==> src/rtl/genius_pkg.sv <==
// Shared types and helpers for the Genius button path.
// Holds the button count, conditioner FSM states and the one-hot test.
package genius_pkg;

  localparam int NUM_BOTOES = 7;

  typedef enum logic [1:0] {
    ESPERA_SOLTAR = 2'b00,
    LIVRE         = 2'b01,
    PRESSIONADO   = 2'b10,
    MULTIPLO      = 2'b11
  } estado_t;

  function automatic logic eh_one_hot(
    input logic [NUM_BOTOES-1:0] v
  );
    return $countones(v) == 1;
  endfunction

endpackage

==> src/rtl/debounce_vetor.sv <==
// Two-flop synchroniser plus whole-vector debounce.
// The vector is accepted only after staying unchanged for DEBOUNCE_CYCLES.
module debounce_vetor #(
  parameter int DEBOUNCE_CYCLES = 50000,
  parameter int LARGURA         = 7
) (
  input  logic               clock,
  input  logic               reset,
  input  logic [LARGURA-1:0] entrada,
  output logic [LARGURA-1:0] estavel,
  output logic               valido
);

  localparam int CW = $clog2(DEBOUNCE_CYCLES);
  localparam logic [CW-1:0] CNT_MAX = CW'(DEBOUNCE_CYCLES - 1);

  logic [LARGURA-1:0] sinc1;
  logic [LARGURA-1:0] sinc;
  logic [LARGURA-1:0] candidato;
  logic [CW-1:0]      cnt;

  // valido marks that estavel has been confirmed at least once since reset
  always_ff @(posedge clock) begin
    if (reset) begin
      sinc1     <= '0;
      sinc      <= '0;
      candidato <= '0;
      cnt       <= '0;
      estavel   <= '0;
      valido    <= 1'b0;
    end else begin
      sinc1 <= entrada;
      sinc  <= sinc1;
      if (sinc != candidato) begin
        candidato <= sinc;
        cnt       <= '0;
      end else if (cnt < CNT_MAX) begin
        cnt <= cnt + CW'(1);
      end else begin
        estavel <= candidato;
        valido  <= 1'b1;
      end
    end
  end

endmodule

==> src/rtl/condicionador_botoes.sv <==
// Button conditioner: debounce, single-press validation, play strobe.
// Multi-button vectors are flagged and never produce a play.
module condicionador_botoes
  import genius_pkg::*;
#(
  parameter int DEBOUNCE_CYCLES = 50000
) (
  input  logic                  clock,
  input  logic                  reset,
  input  logic [NUM_BOTOES-1:0] botoes_raw,
  output logic [NUM_BOTOES-1:0] botoes,
  output logic                  jogada,
  output logic                  multiplas,
  output logic [1:0]            db_estado
);

  logic [NUM_BOTOES-1:0] estavel;
  logic                  valido;

  debounce_vetor #(
    .DEBOUNCE_CYCLES(DEBOUNCE_CYCLES),
    .LARGURA        (NUM_BOTOES)
  ) u_debounce (
    .clock  (clock),
    .reset  (reset),
    .entrada(botoes_raw),
    .estavel(estavel),
    .valido (valido)
  );

  estado_t               estado;
  estado_t               prox;
  logic [NUM_BOTOES-1:0] botoes_prox;
  logic                  jogada_prox;

  always_ff @(posedge clock) begin
    if (reset) begin
      estado <= ESPERA_SOLTAR;
      botoes <= '0;
      jogada <= 1'b0;
    end else begin
      estado <= prox;
      botoes <= botoes_prox;
      jogada <= jogada_prox;
    end
  end

  // Leaving ESPERA_SOLTAR needs a confirmed release, not the reset zero
  always_comb begin
    prox        = estado;
    botoes_prox = botoes;
    jogada_prox = 1'b0;
    unique case (estado)
      ESPERA_SOLTAR: begin
        if (valido && estavel == '0)
          prox = LIVRE;
      end
      LIVRE: begin
        if (eh_one_hot(estavel)) begin
          botoes_prox = estavel;
          jogada_prox = 1'b1;
          prox        = PRESSIONADO;
        end else if (estavel != '0) begin
          prox = MULTIPLO;
        end
      end
      PRESSIONADO: begin
        if (estavel == '0)
          prox = LIVRE;
        else if (estavel != botoes)
          prox = MULTIPLO;
      end
      MULTIPLO: begin
        if (estavel == '0)
          prox = LIVRE;
      end
      default: prox = ESPERA_SOLTAR;
    endcase
  end

  assign multiplas = (estado == MULTIPLO);
  assign db_estado = estado;

endmodule

==> config.mk <==
export PLATFORM = sky130hd
export DESIGN_NAME = condicionador_botoes
export DESIGN_NICKNAME = d
export VERILOG_FILES = /design/src/rtl/genius_pkg.sv /design/src/rtl/debounce_vetor.sv /design/src/rtl/condicionador_botoes.sv
export SDC_FILE = /design/constraint.sdc
export NUM_CORES = 1
export LEC_CHECK = 0
export ABC_AREA = 1
export BUFFER_PORTS_ARGS = -buffer_cell sky130_fd_sc_hd__buf_2
export CAP_MARGIN = 20
export CORE_AREA = 8 8 75 77
export CTS_CLUSTER_SIZE = 30
export DETAILED_ROUTE_END_ITERATION = 10
export DIE_AREA = 0 0 83 85
export GPL_TIMING_DRIVEN = 0
export PLACE_DENSITY_LB_ADDON = 0.1
export SLEW_MARGIN = 15
export SYNTH_ARGS = -nofsm -noshare
export SYNTH_HDL_FRONTEND = slang
export SYNTH_SLANG_ARGS = --single-unit
export TNS_END_PERCENT = 20
==> constraint.sdc <==
create_clock -name clock -period 9.6 [get_ports clock]
set_clock_uncertainty 0.05 [all_clocks]
set_input_delay 0.96 -clock clock [delete_from_list [all_inputs] [get_ports clock]]
set_output_delay 0.96 -clock clock [all_outputs]
set_load 0.01 [all_outputs]
==> metrics.txt, run 1 <==
WP data required 9.80 ns; most frequent cells in the layout 75 x inv_1, 68 x nand2_1, 65 x nor2_1, 55 x dfxtp_1, 27 x nand3_1; vias in the first global route 2253; layout cells sized above 1 11.9%; Rows 25; gr busiest metal met2; Die H 85 um; post-route ant nets 0; Int Pwr 0.348 mW; CTS Hold Buffers Added 0; PortBufs 19; Wirelength per Cell 11.2 um; DR vias/cell 4.93; Final Hold Fails 0; gpl congestion 0.834; largest net degree at the start of global routing 18; met3 GRT Util 3.74%; Num CTS Buffers 5; Slew Viols, Final 0; fin crit period 3.54 ns; Static Leak 1.39 nW; outcome complete, no violations; placeable core area 4540 um^2; first-pass GRT wire length 9430 um; CTS tree built; Seq/Total Area, Yosys 40.1%; Synth Warn # 0; DR vias 2296; VDD IR max 0.140 mV; synthesized area per cell 7.12 um^2; final net count 430; Final HPWL DP 3930 um; final worst path period share 36.9%; post-CTS sizing 0; Clock Tree Root clkbuf_8; RSZ-0062 raised after global routing false; sequential share of power 51.3%; critical path type flip-flop to flip-flop; aggregate global routing overflow 0; full die area 7060 um^2; Switching Fraction 26.4%; Cells after Synth 385; # DRC 0; area delta synth->final 10.4%; Post-DP Area 2910 um^2; n_diodes 0; clock buffer depth 2; final setup fails 0; clk_lat worst skew 0.31 ns; sw power 0.125 mW; Post-Layout Inst Area 3030 um^2; TritonRoute pass-1 iters 4; Distinct cells, synth 27; Clock power frac 34.4%; crit end category flip-flop; flops & latches, synth 55; Net Count, Synth 404; Total GRT Usage 15.5%; pwr/cell area 156 nW/um^2; Worst Tran Pin Value 0.487 ns; initial drt markers 182; initial antenna violation count 0; met1 GRT Util 18.1%; Cell Area, Synth 2740 um^2; die width 83 um; fmax 282 MHz; Sinks on Clock Net 55; io pins 20; most common cell after layout, fill and taps aside inv_1; share of total power in combinational logic 14.3%; initial core utilization 60.5%; fin cells 466; clock-pin transition on the worst setup and hold timing paths 0.10 ns; WP data arrival 3.74 ns; GRT met2 Usage 27.4%; H-tree depth 2; Setup crit start kind flip-flop; Hold WC Path Type flip-flop to flip-flop; Max-Cap Viols 0; Post-CTS Setup Bufs 0; Routed Wire Length 5210 um; Setup TNS 0 ns; placed insts 458; worst rel slew slack 67.6%; Critical Path Fanout Max 10
-- per-stage QoR --
stage	power (mW)	setup slack (ns)	hold WS, ns	utilization [%]
after floorplan	0.299	6.53	0.338	-
after global placement	0.314	6.19	0.340	64.1
after detailed placement	0.316	6.11	0.344	64.1
after CTS	0.476	6.07	0.357	66.7
after global routing	0.500	5.84	0.371	66.7
final	0.473	6.06	0.356	66.7
-- metal layers --
layer | vias to the layer above | share of wire [%]
li1 | 1222 | -
met1 | 1035 | 47
met2 | 34 | 48
met3 | 5 | 3.7
met4 | 0 | 1.1
met5 | - | 0
-- final cells by class --
type	instances	area [um^2]
Fill cell	380	1510
Multi-Input combinational cell	243	1290
Sequential cell	55	1100
Inverter	76	285
Timing Repair Buffer	19	95.1
Clock buffer	6	82.6
Tap cell	54	67.6
Buffer	11	61.3
Clock inverter	2	38.8
-- cell usage after synthesis --
cell type / count / share of area, %
nor2_4: 4 / 1.6
nand3_1: 27 / 4.9
nand3b_2: 1 / 0.41
o21ai_0: 8 / 1.5
nand3b_1: 1 / 0.27
buf_6: 2 / 0.82
clkbuf_1: 5 / 0.68
o21ai_2: 1 / 0.32
nand3_2: 1 / 0.36
inv_2: 1 / 0.14
ha_1: 6 / 2.7
nand2_1: 68 / 9.3
dfxtp_1: 55 / 40
xnor2_1: 4 / 1.3
nor3_1: 3 / 0.55
nand4_1: 11 / 2.5
nand2_2: 3 / 0.68
inv_1: 75 / 10
a21oi_1: 20 / 3.6
fa_1: 4 / 2.9
nor3_2: 1 / 0.36
xor2_1: 10 / 3.2
nor3b_1: 1 / 0.27
buf_2: 4 / 0.73
nor2_1: 65 / 8.9
nand2_4: 2 / 0.82
a21oi_2: 2 / 0.64
-- cells by family (layout without fill, tap and decap cells) --
group | Yosys count | after routing | synth area share [%]
DFF | 55 | 55 | 40.1
buffers and inverters | 87 | 114 | 12.6
and+or+nand+nor | 188 | 188 | 31.0
xor gates and xnor gates | 14 | 14 | 4.47
adders and majority gates | 10 | 10 | 5.66
AOI/OAI and AO/OA | 31 | 31 | 6.07
-- sequential cells by signal, indices dropped and copies added, names as in the netlist --
signal,count
u_debounce.cnt,16
botoes,7
u_debounce.candidato,7
u_debounce.estavel,7
u_debounce.sinc1,7
u_debounce.sinc,7
db_estado,2
jogada,1
u_debounce.valido,1
-- worst paths after layout --
| check | from | end | slack (ns) | cells past startpoint |
|---|---|---|---|---|
| setup / recovery | u_debounce.estavel[0]$_SDFFE_PP0P_ | botoes[5]$_SDFFE_PP0P_ | 6.06 | 12 |
| hold / removal | u_debounce.sinc1[6]$_SDFF_PP0_ | u_debounce.sinc[6]$_SDFF_PP0_ | 0.36 | 2 |
| setup reg to reg | u_debounce.estavel[0]$_SDFFE_PP0P_ | botoes[5]$_SDFFE_PP0P_ | 6.06 | 12 |
| hold reg to reg | u_debounce.sinc1[6]$_SDFF_PP0_ | u_debounce.sinc[6]$_SDFF_PP0_ | 0.36 | 2 |
-- critical path: stages, from the launching register on --
cell and delay [ns]:
dfxtp_1 0.37, inv_1 0.11, fa_1 0.50, fa_1 0.50, inv_1 0.05, fa_1 0.39, fa_1 0.45, inv_1 0.07
nand3_1 0.10, nor2_1 0.29, clkbuf_1 0.36, o21ai_0 0.13, a21oi_1 0.12
-- power groups by stage --
stage	Sequential, mW	Clock (mW)	Combinational (mW)
floorplan	0.250	0	0.0490
detailed placement	0.248	0	0.0678
finish	0.243	0.163	0.0675
global placement	0.248	0	0.0655
global route	0.245	0.176	0.0794
CTS	0.243	0.165	0.0680
Power figures use the tool's default switching activity.
==> run 2, diff against run 1 <==
--- a/config.mk
+++ b/config.mk
@@ -5,13 +5,13 @@
 export SDC_FILE = /design/constraint.sdc
 export NUM_CORES = 1
 export LEC_CHECK = 0
-export ABC_AREA = 1
+export ABC_AREA = 0
 export BUFFER_PORTS_ARGS = -buffer_cell sky130_fd_sc_hd__buf_2
 export CAP_MARGIN = 20
-export CORE_AREA = 8 8 75 77
+export CORE_AREA = 8 8 74 76
 export CTS_CLUSTER_SIZE = 30
 export DETAILED_ROUTE_END_ITERATION = 10
-export DIE_AREA = 0 0 83 85
+export DIE_AREA = 0 0 82 84
 export GPL_TIMING_DRIVEN = 0
 export PLACE_DENSITY_LB_ADDON = 0.1
 export SLEW_MARGIN = 15
==> constraint.sdc (replaced) <==
create_clock -name clock -period 3.55 [get_ports clock]
set_clock_uncertainty 0.05 [all_clocks]
set_input_delay 0.355 -clock clock [delete_from_list [all_inputs] [get_ports clock]]
set_output_delay 0.355 -clock clock [all_outputs]
set_load 0.01 [all_outputs]
==> metrics.txt, run 2 <==
die width 82 um; final worst path period share 95.4%; area delta synth->final 11.6%; placed insts 323; initial antenna violation count 0; FF+latch area 1100 um^2; Worst path max stage delay 0.49 ns; max reg flops 16; Switching Fraction 23.8%; Cells after Synth 253; WP data required 3.74 ns; # DRC 0; leading area contributor after synthesis dfxtp_1; ys async rst share 0%; Rows 24; largest net degree at the start of global routing 20; crit path buf inv count 2; Post-synth EDFFs 0; Clock power frac 34.1%; Routed Wire Length 4220 um; initial drt markers 109; final setup fails 0; Setup crit start kind flip-flop; flops & latches, synth 55; Wirelength per Cell 12.7 um; Largest Register u_debounce.cnt; RSZ-0062 raised after global routing false; DR vias/cell 5.34; Worst Tran Pin Value 0.482 ns; Top FF cell, synth dfxtp_1; H-tree depth 2; PortBufs 18; Max-Cap Viols 0; CTS tree built; clock buffer depth 2; Final HPWL DP 3020 um; most frequent CP cell fa_1; worst path cell trace inv_1 > fa_1 > fa_1 > inv_1 > fa_1 > fa_1 > o31ai_2 > o221ai_1 > a41oi_2 > mux2i_1; Slowest-stage cell, CP fa_1; full die area 6890 um^2; TritonRoute pass-1 iters 4; Num CTS Buffers 5; Die H 84 um; VDD IR max 0.266 mV; Net Count, Synth 272; io pins 20; fin crit period 3.39 ns; Sinks on Clock Net 55; worst rel slew slack 67.8%; n_diodes 0; initial core utilization 56.5%; Final Hold Fails 0; Place WS -0.0451 ns; setup ws final 0.164 ns; Synth area leaders dfxtp_1 46%, xor2_1 6.2%, nor2b_1 5.5%, a21oi_1 3.7%, fa_1 3.3%; Int Pwr 0.798 mW; final net count 297; most frequent cells in the layout 52 x dfxtp_1, 21 x nor2b_1, 20 x buf_2, 18 x a21oi_1; vias in the first global route 1635; Distinct cells, synth 43; outcome complete, no violations; clock-pin transition on the worst setup and hold timing paths 0.10 ns; post-route ant nets 0; Critical Path Fanout Max 4; Slew Viols, Final 0; top-count cell post-synth dfxtp_1; sw power 0.250 mW; DR vias 1769; sequential share of power 60.6%; multi-input combinational cell area 1230 um^2; Clock Tree Root clkbuf_8; Worst path top cell family by delay adder cells; top-area cell type share of the netlist area 45.7%; fmax 295 MHz; Cell Area, Synth 2410 um^2; Seq/Total Area, Yosys 45.7%; crit end category flip-flop; Static Leak 1.07 nW; Hold WC Path Type input pin to flip-flop; Layout fillers 372; gpl congestion 0.804; synthesized area per cell 9.52 um^2; fin cells 331; PnR Total Power 1.05 mW; share of total power in combinational logic 5.3%; Total GRT Usage 12.9%; critical path type flip-flop to flip-flop; WP data arrival 3.58 ns; most common cell after layout, fill and taps aside dfxtp_1; Synth Warn # 0; first-pass GRT wire length 7180 um; placeable core area 4260 um^2; top cells by count, synth 55 x dfxtp_1, 21 x nor2b_1, 18 x a21oi_1; clk_lat worst skew 0.31 ns; layout cells sized above 1 15.1%; aggregate global routing overflow 0; pwr/cell area 390 nW/um^2; Util after Layout 63.0%
## run 2: changes by cell type in the layout (fill, tap and decap cells not counted), sizes merged, moves of 8 or more
cell and delta:
nor2 -51, mux2i +8, nand3 -19, nand2 -64, nor2b +21, inv -59
## run 2: per-layer routing
layer	vias to the layer above	routed length, um	global-route usage (%)
met3	4	203	3.56
li1	916	-	-
met4	0	55	4.79
met5	-	0	0
met2	39	1900	18.8
met1	810	2050	17.5
## run 2: layout make-up
class                   instances  area share (%)
plain buffers                   9            1.49
clock buffers                   5            2.56
clock inverters                 3            1.07
inverters                      17            2.37
multi-input cells             172            45.6
flip-flops and latches         55            41.1
well taps                      52            2.42
repair buffers                 18            3.35
## run 2: metrics by stage
step                      setup TNS, ns  hold slack, ns  cell area [um^2]
final                                 0           0.199              2690
after global routing                  0           0.188              2690
after CTS                             0           0.189              2660
after detailed placement         -0.270           0.374              2560
after global placement          -0.0678           0.368              2560
after floorplan                       0           0.364              2410
## run 2: what timing repair did
action,4_1_cts,5_1_grt
hold buffers,0,0
setup endpoints to repair,7,9
gates resized for setup,1,9
setup buffers,0,0
## run 2: cells by family (layout without fill, tap and decap cells)
family	after synthesis	in the layout	share of synthesized area [%]
XOR/XNOR	21	21	7.64
flip-flops	55	55	45.7
buffers and inverters	26	52	4.16
multiplexers	8	8	3.32
AO/OA/AOI/OAI	48	48	12.9
AND/OR/NAND/NOR	85	85	19.8
adder cells (fa/ha/maj)	10	10	6.44
## run 2: power by group through the flow
stage	Clock [mW]	Combinational (mW)	Sequential (mW)
2_1_floorplan	0	0.0400	0.648
3_3_place_gp	0	0.0547	0.649
5_1_grt	0.398	0.0634	0.636
3_5_place_dp	0	0.0552	0.649
6_report	0.357	0.0559	0.635
4_1_cts	0.373	0.0554	0.635
## run 2: worst paths after layout
kind                                                          from                              to  slack [ns]  cells after the start
worst min-delay path                                 botoes_raw[6]  u_debounce.sinc1[6]$_SDFF_PP0_        0.20                      2
worst max-delay path            u_debounce.estavel[0]$_SDFFE_PP0P_       db_estado[1]$_SDFFE_PP0P_        0.16                     10
worst min register to register      u_debounce.sinc1[1]$_SDFF_PP0_   u_debounce.sinc[1]$_SDFF_PP0_        0.39                      1
worst max register to register  u_debounce.estavel[0]$_SDFFE_PP0P_       db_estado[1]$_SDFFE_PP0P_        0.16                     10
